**config.mk**
```make
export PLATFORM = sky130hd
export DESIGN_NAME = and_or_rr_sched_flat
export DESIGN_NICKNAME = d
export VERILOG_FILES = /design/src/rtl/and_or_pkg.sv /design/src/rtl/and_or_rr_sched_if.sv /design/src/rtl/rr_pick.sv /design/src/rtl/and_or_rr_sched.sv /design/src/flat_wrapper.sv
export SDC_FILE = /design/constraint.sdc
export NUM_CORES = 1
export LEC_CHECK = 0
export CAP_MARGIN = 0
export CORE_UTILIZATION = 55
export DETAILED_ROUTE_END_ITERATION = 6
export DONT_BUFFER_PORTS = 1
export MAX_ROUTING_LAYER = met4
export PLACE_DENSITY = 0.7
export SLEW_MARGIN = 5
export SYNTH_ARGS = -nofsm -noshare
export SYNTH_HDL_FRONTEND = slang
export SYNTH_SLANG_ARGS = --single-unit
export TNS_END_PERCENT = 30
```
**constraint.sdc**
```tcl
create_clock -name clk -period 6.2 [get_ports clk]
set_input_delay 1.24 -clock clk [delete_from_list [all_inputs] [get_ports clk]]
set_output_delay 1.24 -clock clk [all_outputs]
set_load 0.05 [all_outputs]
```
**src/rtl/and_or_pkg.sv**
```systemverilog
// Shared definitions for the and-or evaluation blocks.
package and_or_pkg;

    // Default geometry of an and-or scheduler instance.
    localparam int unsigned AO_NREQ  = 4;
    localparam int unsigned AO_WIDTH = 8;
    localparam int unsigned AO_CNTW  = 16;

    // Widest operand the shared helper handles; narrower users zero-extend
    // their operands and truncate the result.
    localparam int unsigned AO_MAXW  = 64;

    typedef logic [AO_MAXW-1:0] ao_word_t;

    // Bitwise (a&b)|(c&d); there is no carry, so zero-extension is harmless.
    function automatic ao_word_t and_or_f(
        input ao_word_t a,
        input ao_word_t b,
        input ao_word_t c,
        input ao_word_t d
    );
        return (a & b) | (c & d);
    endfunction

endpackage

```
**src/rtl/and_or_rr_sched_if.sv**
```systemverilog
// Request/result bundle between the requesters, the scheduler and the
// downstream consumer.
interface and_or_rr_sched_if
    import and_or_pkg::*;
#(
    parameter int unsigned NREQ  = AO_NREQ,
    parameter int unsigned WIDTH = AO_WIDTH,
    parameter int unsigned CNTW  = AO_CNTW
);
    localparam int unsigned IDW = $clog2(NREQ);

    logic [NREQ-1:0]       req_valid;
    logic [NREQ-1:0]       req_ready;
    logic [NREQ*WIDTH-1:0] req_a;
    logic [NREQ*WIDTH-1:0] req_b;
    logic [NREQ*WIDTH-1:0] req_c;
    logic [NREQ*WIDTH-1:0] req_d;
    logic                  out_valid;
    logic                  out_ready;
    logic [WIDTH-1:0]      out_data;
    logic [IDW-1:0]        out_id;
    logic [CNTW-1:0]       acc_cnt;

    // Requesters and consumer side.
    modport master (
        output req_valid, req_a, req_b, req_c, req_d, out_ready,
        input  req_ready, out_valid, out_data, out_id, acc_cnt
    );

    // Scheduler side.
    modport slave (
        input  req_valid, req_a, req_b, req_c, req_d, out_ready,
        output req_ready, out_valid, out_data, out_id, acc_cnt
    );

endinterface

```
**src/rtl/rr_pick.sv**
```systemverilog
// Combinational round-robin picker: first set bit of i_req scanning from
// i_ptr upward with wrap-around modulo NREQ.
module rr_pick #(
    parameter int unsigned NREQ = 4,
    localparam int unsigned IDW = $clog2(NREQ)
) (
    input  logic [NREQ-1:0] i_req,
    input  logic [IDW-1:0]  i_ptr,
    input  logic            i_en,
    output logic [NREQ-1:0] o_gnt,
    output logic [IDW-1:0]  o_idx,
    output logic            o_any
);

    // Rotated priority scan; the first hit wins.
    always_comb begin
        logic           w_found;
        logic [IDW-1:0] w_pos;
        o_gnt   = '0;
        o_idx   = '0;
        o_any   = 1'b0;
        w_found = 1'b0;
        w_pos   = '0;
        for (int unsigned k = 0; k < NREQ; k++) begin
            w_pos = IDW'((32'(i_ptr) + k) % NREQ);
            if (i_en && !w_found && i_req[w_pos]) begin
                w_found      = 1'b1;
                o_gnt[w_pos] = 1'b1;
                o_idx        = w_pos;
            end
        end
        o_any = w_found;
    end

endmodule

```
**src/rtl/and_or_rr_sched.sv**
```systemverilog
// Round-robin scheduler sharing one registered and-or stage among NREQ
// requesters; the result leaves through a single-entry output register.
module and_or_rr_sched
    import and_or_pkg::*;
#(
    parameter int unsigned NREQ  = AO_NREQ,
    parameter int unsigned WIDTH = AO_WIDTH,
    parameter int unsigned CNTW  = AO_CNTW,
    localparam int unsigned IDW  = $clog2(NREQ)
) (
    input  logic             clk,
    input  logic             rst,
    and_or_rr_sched_if.slave bus
);

    logic [IDW-1:0]   r_ptr;
    logic             r_out_valid;
    logic [WIDTH-1:0] r_out_data;
    logic [IDW-1:0]   r_out_id;
    logic [CNTW-1:0]  r_cnt;

    logic             w_slot_free;
    logic             w_en;
    logic [NREQ-1:0]  w_gnt;
    logic [IDW-1:0]   w_idx;
    logic             w_any;
    logic [IDW-1:0]   w_ptr_nxt;
    logic [WIDTH-1:0] w_a;
    logic [WIDTH-1:0] w_b;
    logic [WIDTH-1:0] w_c;
    logic [WIDTH-1:0] w_d;
    logic [WIDTH-1:0] w_res;

    // A grant is only possible when the output slot empties this cycle.
    assign w_slot_free = !r_out_valid || bus.out_ready;
    assign w_en        = w_slot_free && !rst;

    rr_pick #(
        .NREQ (NREQ)
    ) u_pick (
        .i_req (bus.req_valid),
        .i_ptr (r_ptr),
        .i_en  (w_en),
        .o_gnt (w_gnt),
        .o_idx (w_idx),
        .o_any (w_any)
    );

    // The picker only grants valid requesters, so the grant is the transfer.
    assign bus.req_ready = w_gnt;

    assign w_a = bus.req_a[w_idx*WIDTH +: WIDTH];
    assign w_b = bus.req_b[w_idx*WIDTH +: WIDTH];
    assign w_c = bus.req_c[w_idx*WIDTH +: WIDTH];
    assign w_d = bus.req_d[w_idx*WIDTH +: WIDTH];
    assign w_res = WIDTH'(and_or_f(AO_MAXW'(w_a), AO_MAXW'(w_b),
                                   AO_MAXW'(w_c), AO_MAXW'(w_d)));

    assign w_ptr_nxt = (w_idx == IDW'(NREQ - 1)) ? '0 : w_idx + 1'b1;

    // Output register, priority pointer and accept counter.
    always_ff @(posedge clk) begin
        if (rst) begin
            r_ptr       <= '0;
            r_out_valid <= 1'b0;
            r_out_data  <= '0;
            r_out_id    <= '0;
            r_cnt       <= '0;
        end else if (w_any) begin
            r_ptr       <= w_ptr_nxt;
            r_out_valid <= 1'b1;
            r_out_data  <= w_res;
            r_out_id    <= w_idx;
            r_cnt       <= r_cnt + 1'b1;
        end else if (bus.out_ready) begin
            r_out_valid <= 1'b0;
        end
    end

    assign bus.out_valid = r_out_valid;
    assign bus.out_data  = r_out_data;
    assign bus.out_id    = r_out_id;
    assign bus.acc_cnt   = r_cnt;

endmodule
```
**src/flat_wrapper.sv**
```systemverilog
// flat-port wrapper written by rule: the top's interface ports become plain ports
module and_or_rr_sched_flat import and_or_pkg::*;
#(
    parameter int unsigned NREQ  = AO_NREQ,
    parameter int unsigned WIDTH = AO_WIDTH,
    parameter int unsigned CNTW  = AO_CNTW,
    localparam int unsigned IDW  = $clog2(NREQ)
)
  (clk, rst, bus_req_valid, bus_req_a, bus_req_b, bus_req_c, bus_req_d, bus_out_ready, bus_req_ready, bus_out_valid, bus_out_data, bus_out_id, bus_acc_cnt);
  and_or_rr_sched_if #(.NREQ(NREQ), .WIDTH(WIDTH), .CNTW(CNTW)) bus_i ();
  input  logic clk;
  input  logic rst;
  input wire logic [$bits(bus_i.req_valid)-1:0] bus_req_valid;
  input wire logic [$bits(bus_i.req_a)-1:0] bus_req_a;
  input wire logic [$bits(bus_i.req_b)-1:0] bus_req_b;
  input wire logic [$bits(bus_i.req_c)-1:0] bus_req_c;
  input wire logic [$bits(bus_i.req_d)-1:0] bus_req_d;
  input wire logic [$bits(bus_i.out_ready)-1:0] bus_out_ready;
  output wire logic [$bits(bus_i.req_ready)-1:0] bus_req_ready;
  output wire logic [$bits(bus_i.out_valid)-1:0] bus_out_valid;
  output wire logic [$bits(bus_i.out_data)-1:0] bus_out_data;
  output wire logic [$bits(bus_i.out_id)-1:0] bus_out_id;
  output wire logic [$bits(bus_i.acc_cnt)-1:0] bus_acc_cnt;
  assign bus_i.req_valid = bus_req_valid;
  assign bus_i.req_a = bus_req_a;
  assign bus_i.req_b = bus_req_b;
  assign bus_i.req_c = bus_req_c;
  assign bus_i.req_d = bus_req_d;
  assign bus_i.out_ready = bus_out_ready;
  assign bus_req_ready = bus_i.req_ready;
  assign bus_out_valid = bus_i.out_valid;
  assign bus_out_data = bus_i.out_data;
  assign bus_out_id = bus_i.out_id;
  assign bus_acc_cnt = bus_i.acc_cnt;
  and_or_rr_sched #(.NREQ(NREQ), .WIDTH(WIDTH), .CNTW(CNTW)) u_core (.clk(clk), .rst(rst), .bus(bus_i));
endmodule
```
-- Word-level counts from Yosys, hierarchy flattened
Cells that the tools add are included.
- logic and storage cells: 79
- register bits after elaboration: 29
- output and inout bits: 31
- mux-type cells: 31
- bitwise operators: 6
- order comparisons: 8
- reductions and logical operators: 19
- eq/ne operators: 1
- shifts and indexed selects: 4
- add/sub/neg operators: 5
- operators with widths (cell ; count):
    variable part select 32 x 6 -> 8 bit ; 4
    adder 16 x 1 -> 16 bit, second input constant ; 1
    bitwise AND 8 bit ; 2
    two-way mux 4 bit ; 4
    two-way mux 1 bit ; 14
    logical AND 1 bit ; 12
    < comparator 2 x 3 -> 1 bit, second input constant ; 4
    OR 4 bit ; 3
    two-way mux 2 bit ; 5
    binary-select mux 1 bit (select 2 bit) ; 4
    demux 1 bit (select 2 bit) ; 4
    greater-or-equal comparator 2 x 1 -> 1 bit, second input constant ; 4
    OR 8 bit ; 1
    logical NOT 1 bit ; 5
    adder 2 x 1 -> 2 bit, second input constant ; 2
    adder 2 bit, second input constant ; 2
    equality test 2 bit, second input constant ; 1
    nonzero test 2 bit ; 1
    logical OR 1 bit ; 1

-- Depth between registers and ports, before layout
Gate-level depths: netlist of run 1.
- word-level depth: 20
- depth in mapped cells: 11

-- Hierarchy
Synthesis of run 1 repeated with hierarchy kept, for this count alone.
- cells, all modules: 262
- area total of the unflattened synthesis: 2278.4 µm²
- modules (own cells, without submodules) (module ; instances ; area an instance (µm²) ; cells an instance ; seq. area each (µm²)):
    and_or_rr_sched ; 1 ; 1700.4 ; 195 ; 580.6
    rr_pick ; 1 ; 578.1 ; 67 ; 0.0

-- Worst setup path after synthesis of run 1
Ideal clock, no wire load.
- kind: input port to output port
- start point: in bus_req_valid[2]
- end point: out bus_req_ready[0]
- stages on the path: 7
- buffers on the path: 1
- slack: 2.174 ns
- data arrival time: 2.786 ns
- required time: 4.960 ns
- path through: buf_4 mux4_2 nand2b_4 nor2_1 nand2_1 o21ai_0 a221o_1
- word-level cells in the longest chain between the ends: 16
- elaborated cells on any way between the ends: 28
- classes of those cells: mux: 15; bitwise: 3; reduce/logical: 10
- ends and longest elaborated chain (element ; RTL line ; source):
    start, declared ; flat_wrapper.sv:13 ; input wire logic [$bits(bus_i.req_valid)-1:0] bus_req_valid;
    binary-select mux 1 bit (select 2 bit) ; rr_pick.sv:26 ; if (i_en && !w_found && i_req[w_pos]) begin
    two-way mux 1 bit (not written as such) ; rr_pick.sv:26 ;
    logical AND 1 bit ; rr_pick.sv:26 ;
    two-way mux 1 bit ; rr_pick.sv:26 ;
    logical NOT 1 bit ; rr_pick.sv:26 ;
    logical AND 1 bit (2 in series) ; rr_pick.sv:26 ;
    two-way mux 1 bit ; rr_pick.sv:26 ;
    logical NOT 1 bit ; rr_pick.sv:26 ;
    logical AND 1 bit (2 in series) ; rr_pick.sv:26 ;
    two-way mux 1 bit ; rr_pick.sv:26 ;
    logical NOT 1 bit ; rr_pick.sv:26 ;
    logical AND 1 bit (2 in series) ; rr_pick.sv:26 ;
    two-way mux 4 bit (*) ; rr_pick.sv:26 ;
    end, declared ; flat_wrapper.sv:19 ; output wire logic [$bits(bus_i.req_ready)-1:0] bus_req_ready;
Every way passes the cells marked *; elsewhere a longest branch is shown, timed or not. The select of a mux whose other input is x is not followed.

-- Worst setup path after layout of run 1
- start point: reg u_core.r_ptr[0]
- end point: out bus_req_ready[1]
- word-level cells in the longest chain between the ends: 16
- elaborated cells on any way between the ends: 51
- classes of those cells: add/sub: 3; order compare: 8; mux: 23; bitwise: 3; reduce/logical: 14
- ends and longest elaborated chain (element ; RTL line ; source):
    start, declared ; and_or_rr_sched.sv:16 ; logic [IDW-1:0] r_ptr;
    start signal, assigned ; and_or_rr_sched.sv:70 ; r_ptr <= w_ptr_nxt;
    branches (longest 15 deep; another with < comparator 2 x 3 -> 1 bit) ; -- ;
    two-way mux 4 bit (*) ; rr_pick.sv:26 ;
Mark *: on every way between the ends. The select of a mux whose other input is x is not followed.

==> results of run 1 <==
-- stage by stage --
stage          setup slack, ns  power [W]
2_1_floorplan             2.17   0.000473
3_3_place_gp              2.24   0.000503
3_5_place_dp              2.19   0.000505
4_1_cts                   1.89   0.000679
5_1_grt                   1.60   0.000708
6_report                  1.84   0.000677
-- logic make-up after synthesis --
family / share of synthesized area (%)
adders and majority gates: 2.88
AOI/OAI and AO/OA: 27.4
muxes: 10.6
and+or+nand+nor: 22.1
xor gates and xnor gates: 3.62
DFF: 26.7
buffers and inverters: 6.73
-- routing by layer --
metal	part of all wire (%)	vias up	GRT usage, %
met5	0	-	-
met4	0.30	0	6.67
met3	8.0	2	7.22
met2	46	114	45.7
met1	46	1015	42.9
li1	-	1014	-
-- worst paths after layout --
check	cells after the start	end	slack [ns]
max	7	bus_req_ready[1]	1.84
min	2	u_core.r_ptr[1]$_SDFFE_PP0P_	0.62
max reg2reg	8	u_core.bus.out_data[7]$_SDFFE_PP0P_	2.82
min reg2reg	2	u_core.r_ptr[1]$_SDFFE_PP0P_	0.62
-- layout by cell type, fill, tap and decap left out, types with 2 or more instances in the layout --
master     n
mux2i_1   17
nor2_1    26
a21oi_1    9
nand2_1   19
and2_1     2
or2_2      3
a22oi_1   29
clkbuf_8   7
a221oi_1   2
dfxtp_1   29
o22ai_1    7
nand3_1    4
nor2b_1    2
a221o_1    4
o21ai_0    8
nand4_1    4
nor3_1    11
nor4_1     7
or3_1      3
ha_1       5
o211ai_1   2
a211oi_1   3
xnor2_1    8
inv_1     16
nand2b_1   2
o31ai_1    2
or4_1      2
-- critical path: cells and delay by family (launching register included) --
family | cells | cell delay (ns)
AOI/OAI and AO/OA | 3 | 0.82
adders and majority gates | 1 | 0.56
buffers and inverters | 1 | 0.26
DFF | 1 | 0.65
muxes | 1 | 0.42
and+or+nand+nor | 1 | 0.12
-- cell type report --
cell class / instances / area, sq um / share of cell area, %
multi-input combinational: 209 / 1460 / 64.3
sequential: 29 / 581 / 25.6
clock buffer: 7 / 96.3 / 4.25
inverter: 16 / 60.1 / 2.65
tap: 48 / 60.1 / 2.65
timing repair buffer: 1 / 7.51 / 0.331
clock inverter: 1 / 5.00 / 0.221
-- power breakdown --
part	internal (W)	switching, W	total (W)	leakage (nW)
registers	0.000206	0.0000821	0.000288	0.237
clock network	0.000100	0.0000735	0.000174	0.0542
logic	0.0000884	0.000128	0.000216	0.543
-- registers in the layout, summed over array words and instances (netlist names) --
signal	cells
u_core.bus.acc_cnt	16
u_core.bus.out_data	8
u_core.bus.out_id	2
u_core.bus.out_valid	1
u_core.r_ptr	2
==> impl_metrics.py, run 1 <==
metrics = {
    "status": {
        "status": "finished, final reports clean",
    },
    "clocking": {
        "cts_tree": "built",
        "cts_inserted_buffers": 5,
        "root_buffer": "clkbuf_8",
        "clock_path_buffers": 2,
        "cts_resized": 0,
        "cts_sinks": 29,
        "h-tree-depth": 2,
        "ctsHoldBuffers": 0,
        "insertion_delay_ns": 0.28,
        "postCtsSetupRepairBufs": 0,
        "clk_pin_slew_ns": 0.06,
    },
    "timing": {
        "fmax_ghz": 0.229,
        "setup_tns_ns": 0,
        "hold_slack_ns": 0.621,
        "slew_headroom_pct": 53.8,
        "tightest_slew_ns": 0.692,
        "setup_viol": 0,
        "min_period_over_period_pct": 70.3,
        "skew_ns": 0.00293,
        "period_minus_slack_ns": 4.36,
        "rsz0062_at_grt": "false",
        "final-max-slew-violation-count": 0,
        "hold_viol": 0,
    },
    "die": {
        "start_util_pct": 58.6,
        "ios": 166,
        "chipHeight_microns": 64.9,
        "die_w_microns": 64.9,
        "core_sq_um": 3720,
        "die_area_sq_um": 4210,
        "num_rows": 22,
    },
    "logic_synthesis": {
        "synth-seq-area-share_pct": 26.7,
        "async_flop_share_pct": 0,
        "synthTopCellsByArea": "dfxtp_1 (27%), a22oi_1 (10%), mux2i_1 (7.8%), nor2_1 (4.5%), nand2_1 (3.3%)",
        "synth.avg_cell_area_sq_um": 8.12,
        "ys_seq_elements": 29,
        "synth_common_cells": "a22oi_1 (29), dfxtp_1 (29), nor2_1 (26)",
        "synth_flop_cell": "dfxtp_1",
        "synth_area_leader_cell": "dfxtp_1",
        "synth_area_sq_um": 2180,
        "synth_top_area_share_pct": 26.7,
        "synthCells": 268,
        "synth_cell_types": 57,
        "synth_edf_count": 0,
        "syn_nets": 408,
        "yosysWarnings": 0,
    },
    "critical_path": {
        "critPathRequiredTime_ns": 4.96,
        "path_class": "flip-flop to primary output",
        "startpoint": "u_core.r_ptr[0]$_SDFFE_PP0P_",
        "cp_cell_sequence": "inv_1 > ha_1 > mux4_1 > nor2_1 > o211ai_1 > o21ai_0 > a221o_1",
        "path_max_fanout": 15,
        "slowest_stage": "dfxtp_1",
        "timing.rr.start": "u_core.r_ptr[0]$_SDFFE_PP0P_",
        "crit_arrival_ns": 3.12,
        "startpoint_type": "flip-flop",
        "worst_path_largest_cell_delay_ns": 0.65,
        "crit_path_end_kind": "primary output",
    },
    "power_and_ir_drop": {
        "powerDensity_nw_per_um2": 299,
        "peakVddDrop_uv": 179,
        "p_leak_nw": 0.834,
    },
    "cells_and_area": {
        "diodes": 0,
        "design_area_sq_um": 2270,
        "final_util_pct": 61.0,
        "final_nets": 402,
        "final_cells": 311,
        "area_growth_pct": 4.14,
        "nFillCells": 345,
        "drive_gt1_share_pct": 7.60,
    },
    "routing": {
        "wire_per_inst_microns": 20.6,
        "wirelength_microns": 6400,
        "ant_nets": 0,
        "vias_per_cell": 6.90,
        "drt_first_pass_iters": 4,
        "drtIter0Drc": 311,
        "drc": 0,
        "dr_total_vias": 2145,
    },
    "run": {
        "cap_violations": 0,
    },
    "min_path": {
        "holdCritPathClass": "flip-flop to flip-flop",
        "worstHoldStart": "u_core.r_ptr[1]$_SDFFE_PP0P_",
    },
    "placement": {
        "dpl.hpwl_microns": 4940,
        "routabilityCongestion": 0.972,
        "place_inst": 303,
        "dpl_cell_area_sq_um": 2160,
        "io_buffers": 0,
    },
    "grt": {
        "track_usage_pct": 31.0,
        "grt_pass1_wl_microns": 9720,
        "grt_max_degree": 35,
        "overflow": 0,
        "antenna_found_initial": 0,
        "first_global_vias": 1874,
    },
}
Note: power is estimated with default switching activity, not from simulation.
==> run 2, diff against run 1 <==
--- a/config.mk
+++ b/config.mk
@@ -10,7 +10,7 @@
 export DETAILED_ROUTE_END_ITERATION = 6
 export DONT_BUFFER_PORTS = 1
 export MAX_ROUTING_LAYER = met4
-export PLACE_DENSITY = 0.7
+export PLACE_DENSITY = 0.73
 export SLEW_MARGIN = 5
 export SYNTH_ARGS = -nofsm -noshare
 export SYNTH_HDL_FRONTEND = slang
==> constraint.sdc (replaced) <==
create_clock -name clk -period 3.5 [get_ports clk]
set_input_delay 0.7 -clock clk [delete_from_list [all_inputs] [get_ports clk]]
set_output_delay 0.7 -clock clk [all_outputs]
set_load 0.05 [all_outputs]
==> impl_metrics.py, run 2 (synthesized netlist as in run 1, its figures left out) <==
metrics = {
    "power_and_ir_drop": {
        "internal-power_w": 0.000685,
        "power_frac_clock_pct": 22.5,
        "swShare_pct": 42.2,
        "peakVddDrop_uv": 311,
        "powerDensity_nw_per_um2": 505,
        "seq_power_share_pct": 41.6,
        "p_leak_nw": 0.891,
        "power_switching_w": 0.000500,
        "comb_power_share_pct": 35.9,
    },
    "cells_and_area": {
        "largest_reg_flops": 16,
        "diodes": 0,
        "design_area_sq_um": 2350,
        "final_nets": 415,
        "final_common_cell": "a22oi_1",
        "layout_common_cells": "a22oi_1 (29), dfxtp_1 (28), nor2_1 (26)",
        "drive_gt1_share_pct": 12.3,
        "area_growth_pct": 7.94,
    },
    "routing": {
        "drt_first_pass_iters": 4,
        "wirelength_microns": 6640,
        "vias_per_cell": 6.81,
        "drc": 0,
        "drtIter0Drc": 229,
        "wire_per_inst_microns": 20.5,
        "ant_nets": 0,
        "dr_total_vias": 2206,
    },
    "grt": {
        "overflow": 0,
        "grt_max_degree": 35,
        "antenna_found_initial": 0,
        "grt_pass1_wl_microns": 9960,
        "track_usage_pct": 31.9,
        "first_global_vias": 1949,
    },
    "critical_path": {
        "slowest_stage": "ha_2",
        "crit_path_end_kind": "primary output",
        "worst-path-buf-inv": 2,
        "startpoint": "u_core.r_ptr[1]$_SDFFE_PP0P_",
        "crit_arrival_ns": 2.49,
        "cp_cell_sequence": "inv_1 > ha_2 > mux4_1 > nand2b_4 > nor2_1 > nand2_1 > o21ai_0 > a221o_1 > buf_4",
        "path_class": "flip-flop to primary output",
        "timing.rr.start": "u_core.r_ptr[1]$_SDFFE_PP0P_",
        "startpoint_type": "flip-flop",
        "critPathRequiredTime_ns": 2.80,
        "cp_top_family": "adder cells",
        "path_max_fanout": 9,
        "worst_path_largest_cell_delay_ns": 0.46,
    },
    "clocking": {
        "root_buffer": "clkbuf_8",
        "cts_sinks": 29,
        "clk_pin_slew_ns": 0.07,
        "cts_inserted_buffers": 5,
        "cts_tree": "built",
        "insertion_delay_ns": 0.27,
        "h-tree-depth": 2,
        "clock_path_buffers": 2,
        "ctsHoldBuffers": 0,
    },
    "die": {
        "start_util_pct": 58.6,
        "chipHeight_microns": 64.9,
        "die_area_sq_um": 4210,
        "ios": 166,
        "die_w_microns": 64.9,
        "core_sq_um": 3720,
        "num_rows": 22,
    },
    "placement": {
        "dpl.hpwl_microns": 5270,
        "routabilityCongestion": 0.972,
        "io_buffers": 0,
        "dpl_cell_area_sq_um": 2260,
    },
    "timing": {
        "slew_headroom_pct": 55.4,
        "rsz0062_at_grt": "false",
        "skew_ns": 0.00389,
        "setup_viol": 0,
        "period_minus_slack_ns": 3.19,
        "fmax_ghz": 0.313,
        "hold_viol": 0,
        "min_period_over_period_pct": 91.2,
        "final-max-slew-violation-count": 0,
        "tightest_slew_ns": 0.668,
        "setup_tns_ns": 0,
    },
    "min_path": {
        "worstHoldStart": "rst",
        "holdCritPathClass": "primary input to flip-flop",
    },
    "status": {
        "status": "finished, final reports clean",
    },
    "run": {
        "cap_violations": 0,
    },
}
## run 2: cell count changes in the layout (fill, tap and decap cells not counted), sizes merged
cell    delta
clkbuf     -1
buf       +13
clkinv     +1
## run 2: through the flow
step,cells,util (%),worst slack (ns),power [W],hold WS (ns)
CTS,324,63.1,0.118,0.00118,0.489
finish,324,63.2,0.309,0.00119,0.486
detailed placement,316,60.9,0.424,0.000917,0.583
floorplan,268,-,0.449,0.000839,0.526
global route,324,63.2,0.137,0.00125,0.474
global placement,316,60.9,0.537,0.000912,0.568
## run 2: area by class of cell
class                           instances  area [sq um]
Multi-Input combinational cell        209          1460
Fill cell                             344          1370
Sequential cell                        29           582
Timing Repair Buffer                   14           105
Clock buffer                            6          72.6
Inverter                               16          60.1
Tap cell                               48          60.1
Clock inverter                          2          10.0
## run 2: routing by layer
layer	global-route usage (%)	wire length [microns]	share of wire (%)	up-vias
met4	6.11	56	0.84	0
met1	43.4	2840	43	1041
li1	-	-	-	1036
met5	-	0	0	-
met3	11.6	803	12	6
met2	45.2	2940	44	123
## run 2: worst paths after layout
kind | endpoint | slack (ns) | cells past startpoint
worst max-delay path | bus_req_ready[2] | 0.31 | 9
worst min-delay path | u_core.r_ptr[1]$_SDFFE_PP0P_ | 0.49 | 1
worst max register to register | u_core.bus.out_data[6]$_SDFFE_PP0P_ | 0.74 | 8
worst min register to register | u_core.r_ptr[1]$_SDFFE_PP0P_ | 0.53 | 2
## run 2: power groups by stage
stage	combinational, W	clock (W)	sequential, W
final	0.000425	0.000267	0.000493
after global routing	0.000464	0.000292	0.000498
after CTS	0.000420	0.000270	0.000492
after detailed placement	0.000418	0	0.000499
after global placement	0.000413	0	0.000499
after floorplan	0.000343	0	0.000495
## run 2: repair_timing
action,4_1_cts,5_1_grt
buffers inserted,0,0
setup endpoints to repair,0,4
gates resized for setup,0,2
==> run 3, diff against run 2 <==
--- a/config.mk
+++ b/config.mk
@@ -6,6 +6,7 @@
 export NUM_CORES = 1
 export LEC_CHECK = 0
 export CAP_MARGIN = 0
+export CORE_ASPECT_RATIO = 0.75
 export CORE_UTILIZATION = 55
 export DETAILED_ROUTE_END_ITERATION = 6
 export DONT_BUFFER_PORTS = 1
==> impl_metrics.py, run 3 (synthesized netlist as in run 1, its figures left out) <==
metrics = {
    "routing": {
        "wire_per_inst_microns": 20.7,
        "wirelength_microns": 6820,
        "drc": 0,
        "drt_first_pass_iters": 5,
        "dr_total_vias": 2220,
        "ant_nets": 0,
        "drtIter0Drc": 178,
        "vias_per_cell": 6.75,
    },
    "cells_and_area": {
        "area_growth_pct": 8.34,
        "largest_reg_flops": 16,
        "nFillCells": 342,
        "drive_gt1_share_pct": 11.6,
        "final_nets": 416,
        "layout_common_cells": "a22oi_1 (29), dfxtp_1 (29), nor2_1 (26)",
        "diodes": 0,
    },
    "critical_path": {
        "r2r_cells": 8,
        "path_max_fanout": 9,
        "worst-path-buf-inv": 2,
        "critPathRequiredTime_ns": 2.80,
        "crit_path_end_kind": "primary output",
        "worst_path_largest_cell_delay_ns": 0.48,
        "cp_num_cells": 9,
        "cp_cell_sequence": "inv_1 > ha_2 > mux4_1 > nand2b_4 > nor2_1 > nand2_1 > o21ai_0 > a221o_1 > buf_4",
        "cp_top_family": "flip-flops",
        "path_class": "flip-flop to primary output",
        "slowest_stage": "dfxtp_1",
        "startpoint_type": "flip-flop",
        "crit_arrival_ns": 2.61,
    },
    "clocking": {
        "cts_sinks": 29,
        "clk_pin_slew_ns": 0.06,
        "h-tree-depth": 2,
        "root_buffer": "clkbuf_8",
        "clock_path_buffers": 2,
        "cts_tree": "built",
        "cts_inserted_buffers": 5,
        "insertion_delay_ns": 0.28,
    },
    "power_and_ir_drop": {
        "powerDensity_nw_per_um2": 502,
        "internal-power_w": 0.000689,
        "power_switching_w": 0.000495,
        "swShare_pct": 41.8,
        "seq_power_share_pct": 41.7,
        "p_leak_nw": 0.890,
        "peakVddDrop_uv": 331,
        "power_frac_clock_pct": 21.9,
        "comb_power_share_pct": 36.4,
    },
    "grt": {
        "antenna_found_initial": 0,
        "overflow": 0,
        "track_usage_pct": 32.1,
        "first_global_vias": 1772,
        "grt_pass1_wl_microns": 9450,
        "grt_max_degree": 35,
    },
    "timing": {
        "tightest_slew_ns": 0.671,
        "rsz0062_at_grt": "false",
        "skew_ns": 0.00240,
        "setup_tns_ns": 0,
        "hold_viol": 0,
        "slew_headroom_pct": 55.2,
        "final-max-slew-violation-count": 0,
        "period_minus_slack_ns": 3.31,
        "min_period_over_period_pct": 94.6,
        "hold_slack_ns": 0.485,
        "setup_viol": 0,
        "fmax_ghz": 0.302,
    },
    "die": {
        "ios": 166,
        "num_rows": 19,
        "core_sq_um": 3730,
        "die_area_sq_um": 4210,
        "start_util_pct": 58.3,
        "die_w_microns": 74.6,
        "chipHeight_microns": 56.5,
    },
    "min_path": {
        "holdPathStages": 1,
        "holdCritPathClass": "primary input to flip-flop",
    },
    "run": {
        "cap_violations": 0,
    },
    "status": {
        "status": "finished, final reports clean",
    },
    "placement": {
        "routabilityCongestion": 0.956,
        "dpl.hpwl_microns": 5440,
        "io_buffers": 0,
    },
}
==> run 3: changes by cell type in the layout (fill, tap and decap cells not counted) <==
cell,delta
clkbuf_1,+2
buf_4,+1
clkinv_2,-2
dfxtp_1,+1
dfxtp_2,-1
==> run 3: layout make-up <==
cell class	instances	area (sq um)	area share, %
inverter	16	60.1	2.55
tap	52	65.1	2.76
sequential	29	581	24.6
multi-input combinational	209	1460	61.9
clock buffer	8	80.1	3.40
timing repair buffer	15	113	4.78
==> run 3: power groups by stage <==
stage          sequential (W)  combinational (W)  clock, W
3_3_place_gp         0.000500           0.000421         0
2_1_floorplan        0.000495           0.000343         0
4_1_cts              0.000494           0.000426  0.000264
6_report             0.000493           0.000432  0.000259
3_5_place_dp         0.000501           0.000424         0
5_1_grt              0.000498           0.000473  0.000284
==> run 3: metal layers <==
metal | wire, microns | vias to the layer above | track usage [%]
met2 | 3190 | 128 | 47.7
met3 | 717 | 11 | 10.1
met4 | 133 | 0 | 9.16
met5 | 0 | - | -
li1 | - | 1046 | -
met1 | 2780 | 1035 | 41.7
==> run 3: final timing paths <==
path                                         end                          from  slack, ns
max                             bus_req_ready[3]  u_core.r_ptr[1]$_SDFFE_PP0P_       0.19
min           u_core.bus.acc_cnt[3]$_SDFFE_PP0P_                           rst       0.49
max reg2reg  u_core.bus.acc_cnt[12]$_SDFFE_PP0P_  u_core.r_ptr[1]$_SDFFE_PP0P_       0.59
min reg2reg         u_core.r_ptr[1]$_SDFFE_PP0P_  u_core.r_ptr[1]$_SDFFE_PP0P_       0.58
==> run 3: repair_timing <==
item                                    CTS  global route
gates resized for setup                   0             1
endpoints found under the setup margin    0             4
hold buffers                              0             0
buffers inserted                          0             0
==> run 3: stage by stage <==
stage	cell area (sq um)	instances	setup WS [ns]	power (W)	util (%)
after floorplan	2180	268	0.449	0.000839	-
after global placement	2270	321	0.530	0.000920	60.9
after detailed placement	2270	321	0.443	0.000925	60.9
after CTS	2350	329	0.135	0.00118	63.1
after global routing	2360	329	0.00979	0.00126	63.2
final	2360	329	0.190	0.00118	63.2
